## src/rtl/gps_rmc_extract_pkg.sv

```systemverilog
// Shared NMEA definitions for the RMC extractor: ASCII codes, field indices,
// capture position tables and parser state encodings.
package gps_rmc_extract_pkg;

  localparam int NUM_CHARS = 10;
  localparam int CAP_W     = 7;

  localparam logic [7:0] CH_DOLLAR = 8'h24;
  localparam logic [7:0] CH_COMMA  = 8'h2C;
  localparam logic [7:0] CH_STAR   = 8'h2A;
  localparam logic [7:0] CH_DOT    = 8'h2E;
  localparam logic [7:0] CH_A      = 8'h41;
  localparam logic [7:0] CH_CR     = 8'h0D;
  localparam logic [7:0] CH_LF     = 8'h0A;

  localparam logic [3:0] FLD_STATUS = 4'd2;
  localparam logic [3:0] FLD_LAT    = 4'd3;
  localparam logic [3:0] FLD_LON    = 4'd5;
  localparam logic [3:0] FLD_LAST   = 4'd6;

  localparam logic [6:0] LAT_DOT = 7'd4;
  localparam logic [6:0] LON_DOT = 7'd5;
  localparam logic [6:0] LAT_MIN = 7'd8;
  localparam logic [6:0] LON_MIN = 7'd9;

  typedef logic [NUM_CHARS-1:0][CAP_W-1:0] cap_buf_t;

  typedef enum logic [2:0] {
    ST_IDLE   = 3'd0,
    ST_HDR    = 3'd1,
    ST_FIELD  = 3'd2,
    ST_CK_HI  = 3'd3,
    ST_CK_LO  = 3'd4,
    ST_COMMIT = 3'd5
  } parse_state_t;

  // {hit, slot}: lat minutes go to slots 0..4, lon minutes to slots 5..9
  function automatic logic [4:0] cap_slot(input logic [3:0] fld, input logic [6:0] pos);
    logic [4:0] r;
    r = 5'd0;
    if (fld == FLD_LAT) begin
      case (pos)
        7'd2: r = {1'b1, 4'd0};
        7'd3: r = {1'b1, 4'd1};
        7'd5: r = {1'b1, 4'd2};
        7'd6: r = {1'b1, 4'd3};
        7'd7: r = {1'b1, 4'd4};
        default: r = 5'd0;
      endcase
    end else if (fld == FLD_LON) begin
      case (pos)
        7'd3: r = {1'b1, 4'd5};
        7'd4: r = {1'b1, 4'd6};
        7'd6: r = {1'b1, 4'd7};
        7'd7: r = {1'b1, 4'd8};
        7'd8: r = {1'b1, 4'd9};
        default: r = 5'd0;
      endcase
    end
    return r;
  endfunction

  function automatic logic is_digit(input logic [7:0] c);
    return (c >= 8'h30) && (c <= 8'h39);
  endfunction

  // Talker "GP" or "GN", sentence "RMC"
  function automatic logic hdr_ok(input logic [2:0] p, input logic [7:0] c);
    case (p)
      3'd0:    return c == 8'h47;
      3'd1:    return (c == 8'h50) || (c == 8'h4E);
      3'd2:    return c == 8'h52;
      3'd3:    return c == 8'h4D;
      3'd4:    return c == 8'h43;
      default: return 1'b0;
    endcase
  endfunction

  // {ok, nibble} for an uppercase hex digit
  function automatic logic [4:0] hex_nib(input logic [7:0] c);
    if (is_digit(c))                   return {1'b1, c[3:0]};
    else if (c >= 8'h41 && c <= 8'h46) return {1'b1, c[3:0] + 4'd9};
    else                               return 5'd0;
  endfunction

endpackage

```

## src/rtl/gps_rmc_extract_if.sv

```systemverilog
// Byte-stream input and digit-stream output of the RMC extractor.
interface gps_rmc_extract_if;
  logic       rx_valid;
  logic [7:0] rx_data;
  logic       jw_we;
  logic [6:0] jw_data;
  logic       busy;
  logic       frame_err;

  modport master (output rx_valid, rx_data, input jw_we, jw_data, busy, frame_err);
  modport slave  (input rx_valid, rx_data, output jw_we, jw_data, busy, frame_err);
endinterface

```

## src/rtl/gps_rmc_extract_jw_char_emitter.sv

```systemverilog
// Paced emitter: latches 10 captured chars and strobes them out one at a
// time with EMIT_GAP idle cycles between strobes.
module jw_char_emitter
  import gps_rmc_extract_pkg::*;
#(
  parameter int EMIT_GAP = 2
) (
  input  logic       clk,
  input  logic       rst,
  input  logic       load,
  input  cap_buf_t   data,
  output logic       jw_we,
  output logic [6:0] jw_data,
  output logic       active,
  output logic       busy
);

  localparam int GW = (EMIT_GAP < 2) ? 1 : $clog2(EMIT_GAP + 1);

  cap_buf_t        buf_q;
  logic [3:0]      idx;
  logic [GW-1:0]   gap;
  logic            last;

  assign last = (idx == 4'(NUM_CHARS - 1));
  // busy covers the load cycle itself, before active is registered
  assign busy = active | load;

  // Frame sequencer: strobe, gap count, next strobe, drop active after the last
  always_ff @(posedge clk) begin
    if (rst) begin
      buf_q   <= '0;
      idx     <= '0;
      gap     <= '0;
      active  <= 1'b0;
      jw_we   <= 1'b0;
      jw_data <= '0;
    end else begin
      jw_we   <= 1'b0;
      jw_data <= '0;
      if (load) begin
        buf_q   <= data;
        active  <= 1'b1;
        idx     <= '0;
        gap     <= '0;
        jw_we   <= 1'b1;
        jw_data <= data[0];
      end else if (active) begin
        if (jw_we) begin
          if (last) begin
            active <= 1'b0;
          end else if (EMIT_GAP == 0) begin
            idx     <= idx + 4'd1;
            jw_we   <= 1'b1;
            jw_data <= buf_q[idx + 4'd1];
          end else begin
            gap <= GW'(1);
          end
        end else if (gap >= GW'(EMIT_GAP)) begin
          idx     <= idx + 4'd1;
          jw_we   <= 1'b1;
          jw_data <= buf_q[idx + 4'd1];
        end else begin
          gap <= gap + GW'(1);
        end
      end
    end
  end

endmodule

```

## src/rtl/gps_rmc_extract.sv

```systemverilog
// RMC sentence parser: filters $GPRMC/$GNRMC with a valid fix, captures the
// lat/lon minute digits and hands them to the paced char emitter.
// Build option: NMEA_CKSUM_EN enables the '*hh' checksum check; without it
// the sentence commits on the comma that closes field 6.
module gps_rmc_extract
  import gps_rmc_extract_pkg::*;
#(
  parameter int EMIT_GAP = 2,
  parameter int MAX_LEN  = 82
) (
  input  logic             clk,
  input  logic             rst,
  gps_rmc_extract_if.slave bus
);

  parse_state_t state, state_n;
  logic [2:0]   hdr_pos, hdr_n;
  logic [3:0]   fld, fld_n;
  logic [6:0]   pos, pos_n;
  logic [7:0]   len, len_n;
  logic         ok, ok_n;
  cap_buf_t     cap, cap_n;
  logic [4:0]   slot;
  logic         field_byte;
  logic [7:0]   c;
  logic         rv;
`ifdef NMEA_CKSUM_EN
  logic [7:0]   cks_q, cks_n;
  logic [4:0]   nib;
`endif

  logic       load, emit_active, emit_busy, emit_we;
  logic [6:0] emit_data;

  assign c  = bus.rx_data;
  assign rv = bus.rx_valid;

  // Parser state and datapath registers
  always_ff @(posedge clk) begin
    if (rst) begin
      state   <= ST_IDLE;
      hdr_pos <= '0;
      fld     <= '0;
      pos     <= '0;
      len     <= '0;
      ok      <= 1'b0;
      cap     <= '0;
`ifdef NMEA_CKSUM_EN
      cks_q   <= '0;
`endif
    end else begin
      state   <= state_n;
      hdr_pos <= hdr_n;
      fld     <= fld_n;
      pos     <= pos_n;
      len     <= len_n;
      ok      <= ok_n;
      cap     <= cap_n;
`ifdef NMEA_CKSUM_EN
      cks_q   <= cks_n;
`endif
    end
  end

  // Next-state: header match, field walk, capture, validity and aborts
  always_comb begin
    state_n    = state;
    hdr_n      = hdr_pos;
    fld_n      = fld;
    pos_n      = pos;
    len_n      = len;
    ok_n       = ok;
    cap_n      = cap;
    field_byte = 1'b0;
    slot       = cap_slot(fld, pos);
`ifdef NMEA_CKSUM_EN
    cks_n      = cks_q;
    nib        = hex_nib(c);
`endif

    case (state)
      ST_IDLE: ;
      ST_COMMIT: state_n = ST_IDLE;
      default: begin
        if (rv && c != CH_DOLLAR) begin
          if (c[7] || c == CH_CR || c == CH_LF || len == 8'(MAX_LEN)) begin
            state_n = ST_IDLE;
          end else begin
            len_n = len + 8'd1;
            case (state)
              ST_HDR: begin
`ifdef NMEA_CKSUM_EN
                cks_n = cks_q ^ c;
`endif
                if (hdr_pos == 3'd5) begin
                  if (c == CH_COMMA) begin
                    state_n = ST_FIELD;
                    fld_n   = 4'd1;
                    pos_n   = '0;
                  end else begin
                    state_n = ST_IDLE;
                  end
                end else if (hdr_ok(hdr_pos, c)) begin
                  hdr_n = hdr_pos + 3'd1;
                end else begin
                  state_n = ST_IDLE;
                end
              end
              ST_FIELD: begin
`ifdef NMEA_CKSUM_EN
                if (c == CH_STAR) begin
                  state_n = ST_CK_HI;
                  // lat/lon fields never closed
                  if (fld <= FLD_LON) ok_n = 1'b0;
                end else begin
                  cks_n      = cks_q ^ c;
                  field_byte = 1'b1;
                end
`else
                field_byte = 1'b1;
`endif
              end
`ifdef NMEA_CKSUM_EN
              ST_CK_HI: begin
                if (!nib[4] || nib[3:0] != cks_q[7:4]) ok_n = 1'b0;
                state_n = ST_CK_LO;
              end
              ST_CK_LO: begin
                if (!nib[4] || nib[3:0] != cks_q[3:0]) ok_n = 1'b0;
                state_n = ST_COMMIT;
              end
`endif
              default: state_n = ST_IDLE;
            endcase

            if (field_byte) begin
              if (c == CH_COMMA) begin
                // pos now holds the length of the field being closed
                if (fld == FLD_STATUS && pos != 7'd1)   ok_n = 1'b0;
                if (fld == FLD_LAT    && pos < LAT_MIN) ok_n = 1'b0;
                if (fld == FLD_LON    && pos < LON_MIN) ok_n = 1'b0;
                if (fld != 4'hF) fld_n = fld + 4'd1;
                pos_n = '0;
`ifndef NMEA_CKSUM_EN
                if (fld == FLD_LAST) state_n = ST_COMMIT;
`endif
              end else begin
                if (fld == FLD_STATUS && (pos != 7'd0 || c != CH_A)) ok_n = 1'b0;
                if ((fld == FLD_LAT && pos == LAT_DOT) || (fld == FLD_LON && pos == LON_DOT))
                  if (c != CH_DOT) ok_n = 1'b0;
                if (slot[4]) begin
                  if (!is_digit(c)) ok_n = 1'b0;
                  cap_n[slot[3:0]] = c[6:0];
                end
                if (pos != 7'h7F) pos_n = pos + 7'd1;
              end
            end
          end
        end
      end
    endcase

    // '$' restarts the header from any state, including the commit cycle
    if (rv && c == CH_DOLLAR) begin
      state_n = ST_HDR;
      hdr_n   = '0;
      fld_n   = '0;
      pos_n   = '0;
      len_n   = 8'd1;
      ok_n    = 1'b1;
`ifdef NMEA_CKSUM_EN
      cks_n   = '0;
`endif
    end
  end

  // A valid commit is only accepted when the emitter is free; otherwise it is rejected
  assign load          = (state == ST_COMMIT) && ok && !emit_active;
  assign bus.frame_err = (state == ST_COMMIT) && !load;
  assign bus.jw_we     = emit_we;
  assign bus.jw_data   = emit_data;
  assign bus.busy      = emit_busy;

  jw_char_emitter #(.EMIT_GAP(EMIT_GAP)) u_emit (
    .clk     (clk),
    .rst     (rst),
    .load    (load),
    .data    (cap),
    .jw_we   (emit_we),
    .jw_data (emit_data),
    .active  (emit_active),
    .busy    (emit_busy)
  );

endmodule

```

## src/flat_wrapper.sv

```systemverilog
// flat-port wrapper written by rule: the top's interface ports become plain ports
module gps_rmc_extract_flat import gps_rmc_extract_pkg::*;
#(
  parameter int EMIT_GAP = 2,
  parameter int MAX_LEN  = 82
)
  (clk, rst, bus_rx_valid, bus_rx_data, bus_jw_we, bus_jw_data, bus_busy, bus_frame_err);
  gps_rmc_extract_if bus_i ();
  input  logic clk;
  input  logic rst;
  input wire logic [$bits(bus_i.rx_valid)-1:0] bus_rx_valid;
  input wire logic [$bits(bus_i.rx_data)-1:0] bus_rx_data;
  output wire logic [$bits(bus_i.jw_we)-1:0] bus_jw_we;
  output wire logic [$bits(bus_i.jw_data)-1:0] bus_jw_data;
  output wire logic [$bits(bus_i.busy)-1:0] bus_busy;
  output wire logic [$bits(bus_i.frame_err)-1:0] bus_frame_err;
  assign bus_i.rx_valid = bus_rx_valid;
  assign bus_i.rx_data = bus_rx_data;
  assign bus_jw_we = bus_i.jw_we;
  assign bus_jw_data = bus_i.jw_data;
  assign bus_busy = bus_i.busy;
  assign bus_frame_err = bus_i.frame_err;
  gps_rmc_extract #(.EMIT_GAP(EMIT_GAP), .MAX_LEN(MAX_LEN)) u_core (.clk(clk), .rst(rst), .bus(bus_i));
endmodule
```

## config.mk

```make
export PLATFORM = sky130hd
export DESIGN_NAME = gps_rmc_extract_flat
export DESIGN_NICKNAME = d
export VERILOG_FILES = /design/src/rtl/gps_rmc_extract_pkg.sv /design/src/rtl/gps_rmc_extract_if.sv /design/src/rtl/gps_rmc_extract_jw_char_emitter.sv /design/src/rtl/gps_rmc_extract.sv /design/src/flat_wrapper.sv
export SDC_FILE = /design/constraint.sdc
export NUM_CORES = 1
export LEC_CHECK = 0
export CAP_MARGIN = 20
export CORE_UTILIZATION = 55
export DETAILED_ROUTE_END_ITERATION = 7
export HOLD_SLACK_MARGIN = 0.06
export PLACE_DENSITY = 0.79
export SYNTH_ARGS = -nofsm -noshare
export SYNTH_HDL_FRONTEND = slang
export SYNTH_SLANG_ARGS = --single-unit
```

## constraint.sdc

```tcl
create_clock -name clk -period 8.76 [get_ports clk]
set_clock_uncertainty 0.2 [all_clocks]
set_input_delay 2.628 -clock clk [delete_from_list [all_inputs] [get_ports clk]]
set_output_delay 2.628 -clock clk [all_outputs]
set_load 0.05 [all_outputs]
```

==> results.sh <==
export IMPL_status="finished with violations"
export IMPL_violations="DRC"
export IMPL_cts_sinks=181
export IMPL_path_class="in2reg"
export IMPL_p_total_mw=1.689
export IMPL_numCtsBuffers=17
export IMPL_crit_chain="clkdlybuf4s50_1 > and3b_1 > o21ai_0 > nand2_1 > nor4bb_1 > nand2_1 > mux2i_1"
export IMPL_dieArea_um2=15690
export IMPL_synthAdderAreaFrac=0.02546
export IMPL_critPathRequiredTime_ps=8860
export IMPL_clock_path_buffers=2
export IMPL_n_antenna_cell=0
export IMPL_ctsResizeCount=0
export IMPL_drc=5
export IMPL_avgRoutedWirePerCell_um=16.52
export IMPL_worst_pin_slew_ps=1066
export IMPL_relSlewSlack=0.2871
export IMPL_dpl_hpwl_um=12160
export IMPL_start_util=0.5684
export IMPL_fill_cells=1189
export IMPL_cts_tree="built"
export IMPL_drt_initial_drc_count=524
export IMPL_netlist_top_cells_area="dfxtp_1 (43%), mux2i_1 (8.6%), nand2_1 (7.2%), a21oi_1 (5.4%), nand2b_1 (4.2%)"
export IMPL_grt_max_degree=101
export IMPL_cp_start_kind="primary input"
export IMPL_yosys_area_share_xor_xnor=0.01572
export IMPL_synth_avg_cell_area_um2=8.851
export IMPL_power_leakage_nw=3.306
export IMPL_path_max_fanout=12
export IMPL_layout_drive_gt1_share=0.06900
export IMPL_regArea_um2=3623
export IMPL_arrival_ps=5770
export IMPL_fin_tns_setup_ps=0
export IMPL_dp_cells=1094
export IMPL_vdd_drop_max_mv=0.1334
export IMPL_fin_crit_sh=0.6469
export IMPL_dr_total_vias=6662
export IMPL_crit_path_max_incr_delay_ps=790
export IMPL_muxShareOfSynthArea=0.1240
export IMPL_r2r_end="u_core.cap[21]"
export IMPL_synth_simple_area_share=0.2373
export IMPL_rrSetupSlack_ps=5370
export IMPL_netlist_top_cells_count="dfxtp_1 (181), nand2_1 (161), a21oi_1 (90)"
export IMPL_reg2reg_from="u_core.state[1]"
export IMPL_comb_power_share=0.028
export IMPL_ys_async_sr_fraction=0
export IMPL_synth_top_area_share=0.4337
export IMPL_synth_top_family_by_area="simple AND/OR/NAND/NOR gates"
export IMPL_dpl_instance_area_um2=8603
export IMPL_crit_path_frequent_cell="nand2_1"
export IMPL_final_cell_area_um2=9244
export IMPL_max_freq_mhz=176.5
export IMPL_grt_setup_unrepaired="false"
export IMPL_ctsRootBufferMaster="clkbuf_16"
export IMPL_hold_viol=0
export IMPL_dp_slack_ps=2611
export IMPL_multi_input_area_um2=4447
export IMPL_hp_class="reg2reg"
export IMPL_die_h_um=125.3
export IMPL_ant_nets=0
export IMPL_final_core_util=0.6289
export IMPL_drt_pass1_iter_count=7
export IMPL_ys_warn_count=0
export IMPL_grt_pass1_vias=6176
export IMPL_antenna_found_initial=0
export IMPL_grt_usage=0.2461
export IMPL_ys_seq_area_frac=0.4337
export IMPL_post_route_min_period_ps=5667
export IMPL_h_tree_depth=4
export IMPL_clock_latency_ps=430
export IMPL_ys_seq_elements=181
export IMPL_synth_edf_count=0
export IMPL_grt_ovfl_total=0
export IMPL_max_cap_viol_count=0
export IMPL_grt_pass1_wl_um=30720
export IMPL_die_w_um=125.3
export IMPL_powerDensity_nw_per_um2=182.7
export IMPL_p_sw_frac=0.2224
export IMPL_cp_slowest_cell="nor4bb_1"
export IMPL_hold_buffers=0
export IMPL_finalWirelength_um=18610
export IMPL_syn2layout_area_growth_pct=10.63
export IMPL_crit_path_end="u_core.cap[21]"
export IMPL_vias_per_cell=5.917
export IMPL_clockPowerShare=0.484
export IMPL_coreArea_um2=14700
export IMPL_whs_ps=247.1
export IMPL_synth_compound_area_frac=0.1288
export IMPL_fin_ws_ps=3093
export IMPL_synth_distinct_cells=64
export IMPL_syn_num_nets=972
export IMPL_gp_congestion=0.8661
export IMPL_yosysMostFrequentCell="dfxtp_1"
export IMPL_synthFlopType="dfxtp_1"
export IMPL_slew_viol_final=0
export IMPL_port_buffers=20
export IMPL_syn_inst=944
export IMPL_seq_power_share=0.488
export IMPL_layout_nets=957
export IMPL_post_synth_top_area_cell="dfxtp_1"
export IMPL_p_int_mw=1.313
export IMPL_io_pins=21
export IMPL_path_clk_slew_ps=70
export IMPL_end_kind="flip-flop"
export IMPL_r2r_cells=6
export IMPL_synth_area_um2=8356
export IMPL_crit_start="bus_rx_data[1]"
export IMPL_fp_row_count=44
export IMPL_fin_cells=1126
export IMPL_power_switching_mw=0.3758
export IMPL_setup_viol=0
export IMPL_postCtsSetupRepairBufs=0
-- layout make-up --
type / instances / area share
timing repair buffer: 25 / 0.02545
sequential: 181 / 0.3920
inverter: 18 / 0.007309
tap: 184 / 0.02491
clock inverter: 13 / 0.02030
multi-input combinational: 686 / 0.4810
clock buffer: 19 / 0.04900
-- layer usage --
| metal | share of wire | track usage |
|---|---|---|
| met1 | 0.45 | 0.3175 |
| met2 | 0.47 | 0.3904 |
| met3 | 0.051 | 0.05819 |
| met4 | 0.029 | 0.1148 |
| met5 | 0 | 0 |
-- cells in the final DEF, fill, tap and decap left out, drive strengths merged, types with 14 or more instances in the layout --
master / n
a21oi: 90
clkbuf: 19
clkdlybuf4s50: 19
dfxtp: 181
ha: 17
inv: 23
mux2i: 72
mux4: 14
nand2: 161
nand2b: 56
nand3: 21
nand3b: 17
nor2: 51
nor3: 20
o21ai: 36
-- kinds of logic after synthesis --
group           after synthesis
simple gates                388
flops                       181
buf+inv                      77
fa+ha+maj                    17
xor+xnor                     15
mux                          86
compound gates              180
-- worst min-delay path by stage --
| stage | startpoint | endpoint | depth (start not counted) |
|---|---|---|---|
| final | u_core.cap[33] | u_core.u_emit.buf_q[33] | 2 |
| after global routing | u_core.cap[9] | u_core.u_emit.buf_q[9] | 2 |
| after CTS | u_core.cap[33] | u_core.u_emit.buf_q[33] | 2 |
| after detailed placement | u_core.cap[36] | u_core.u_emit.buf_q[36] | 2 |
| after global placement | u_core.cap[38] | u_core.u_emit.buf_q[38] | 2 |
| after floorplan | u_core.cap[56] | u_core.u_emit.buf_q[56] | 2 |
-- critical path, delay by kind of cell --
kind	cells	cell delay (ps)
buffers and inverters	1	680
AOI/OAI and AO/OA	1	510
muxes	1	220
and+or+nand+nor	4	1710
-- sequential cells by signal, indices dropped and copies added (netlist names), 2 cells and up --
register and cells:
u_core.u_emit.jw_data 7, u_core.u_emit.gap 2, u_core.len 8, u_core.cap 70, u_core.pos 7, u_core.hdr_pos 3, u_core.u_emit.buf_q 70, u_core.state 3
u_core.u_emit.idx 4, u_core.fld 4
-- power groups by stage --
stage | registers, mW | clock network, mW | logic, mW
2_1_floorplan | 0.843 | 0 | 0.0317
3_3_place_gp | 0.843 | 0 | 0.0464
3_5_place_dp | 0.843 | 0 | 0.0464
4_1_cts | 0.824 | 0.825 | 0.0467
5_1_grt | 0.824 | 0.862 | 0.0506
6_report | 0.824 | 0.818 | 0.0469
Power figures use the tool's default switching activity.
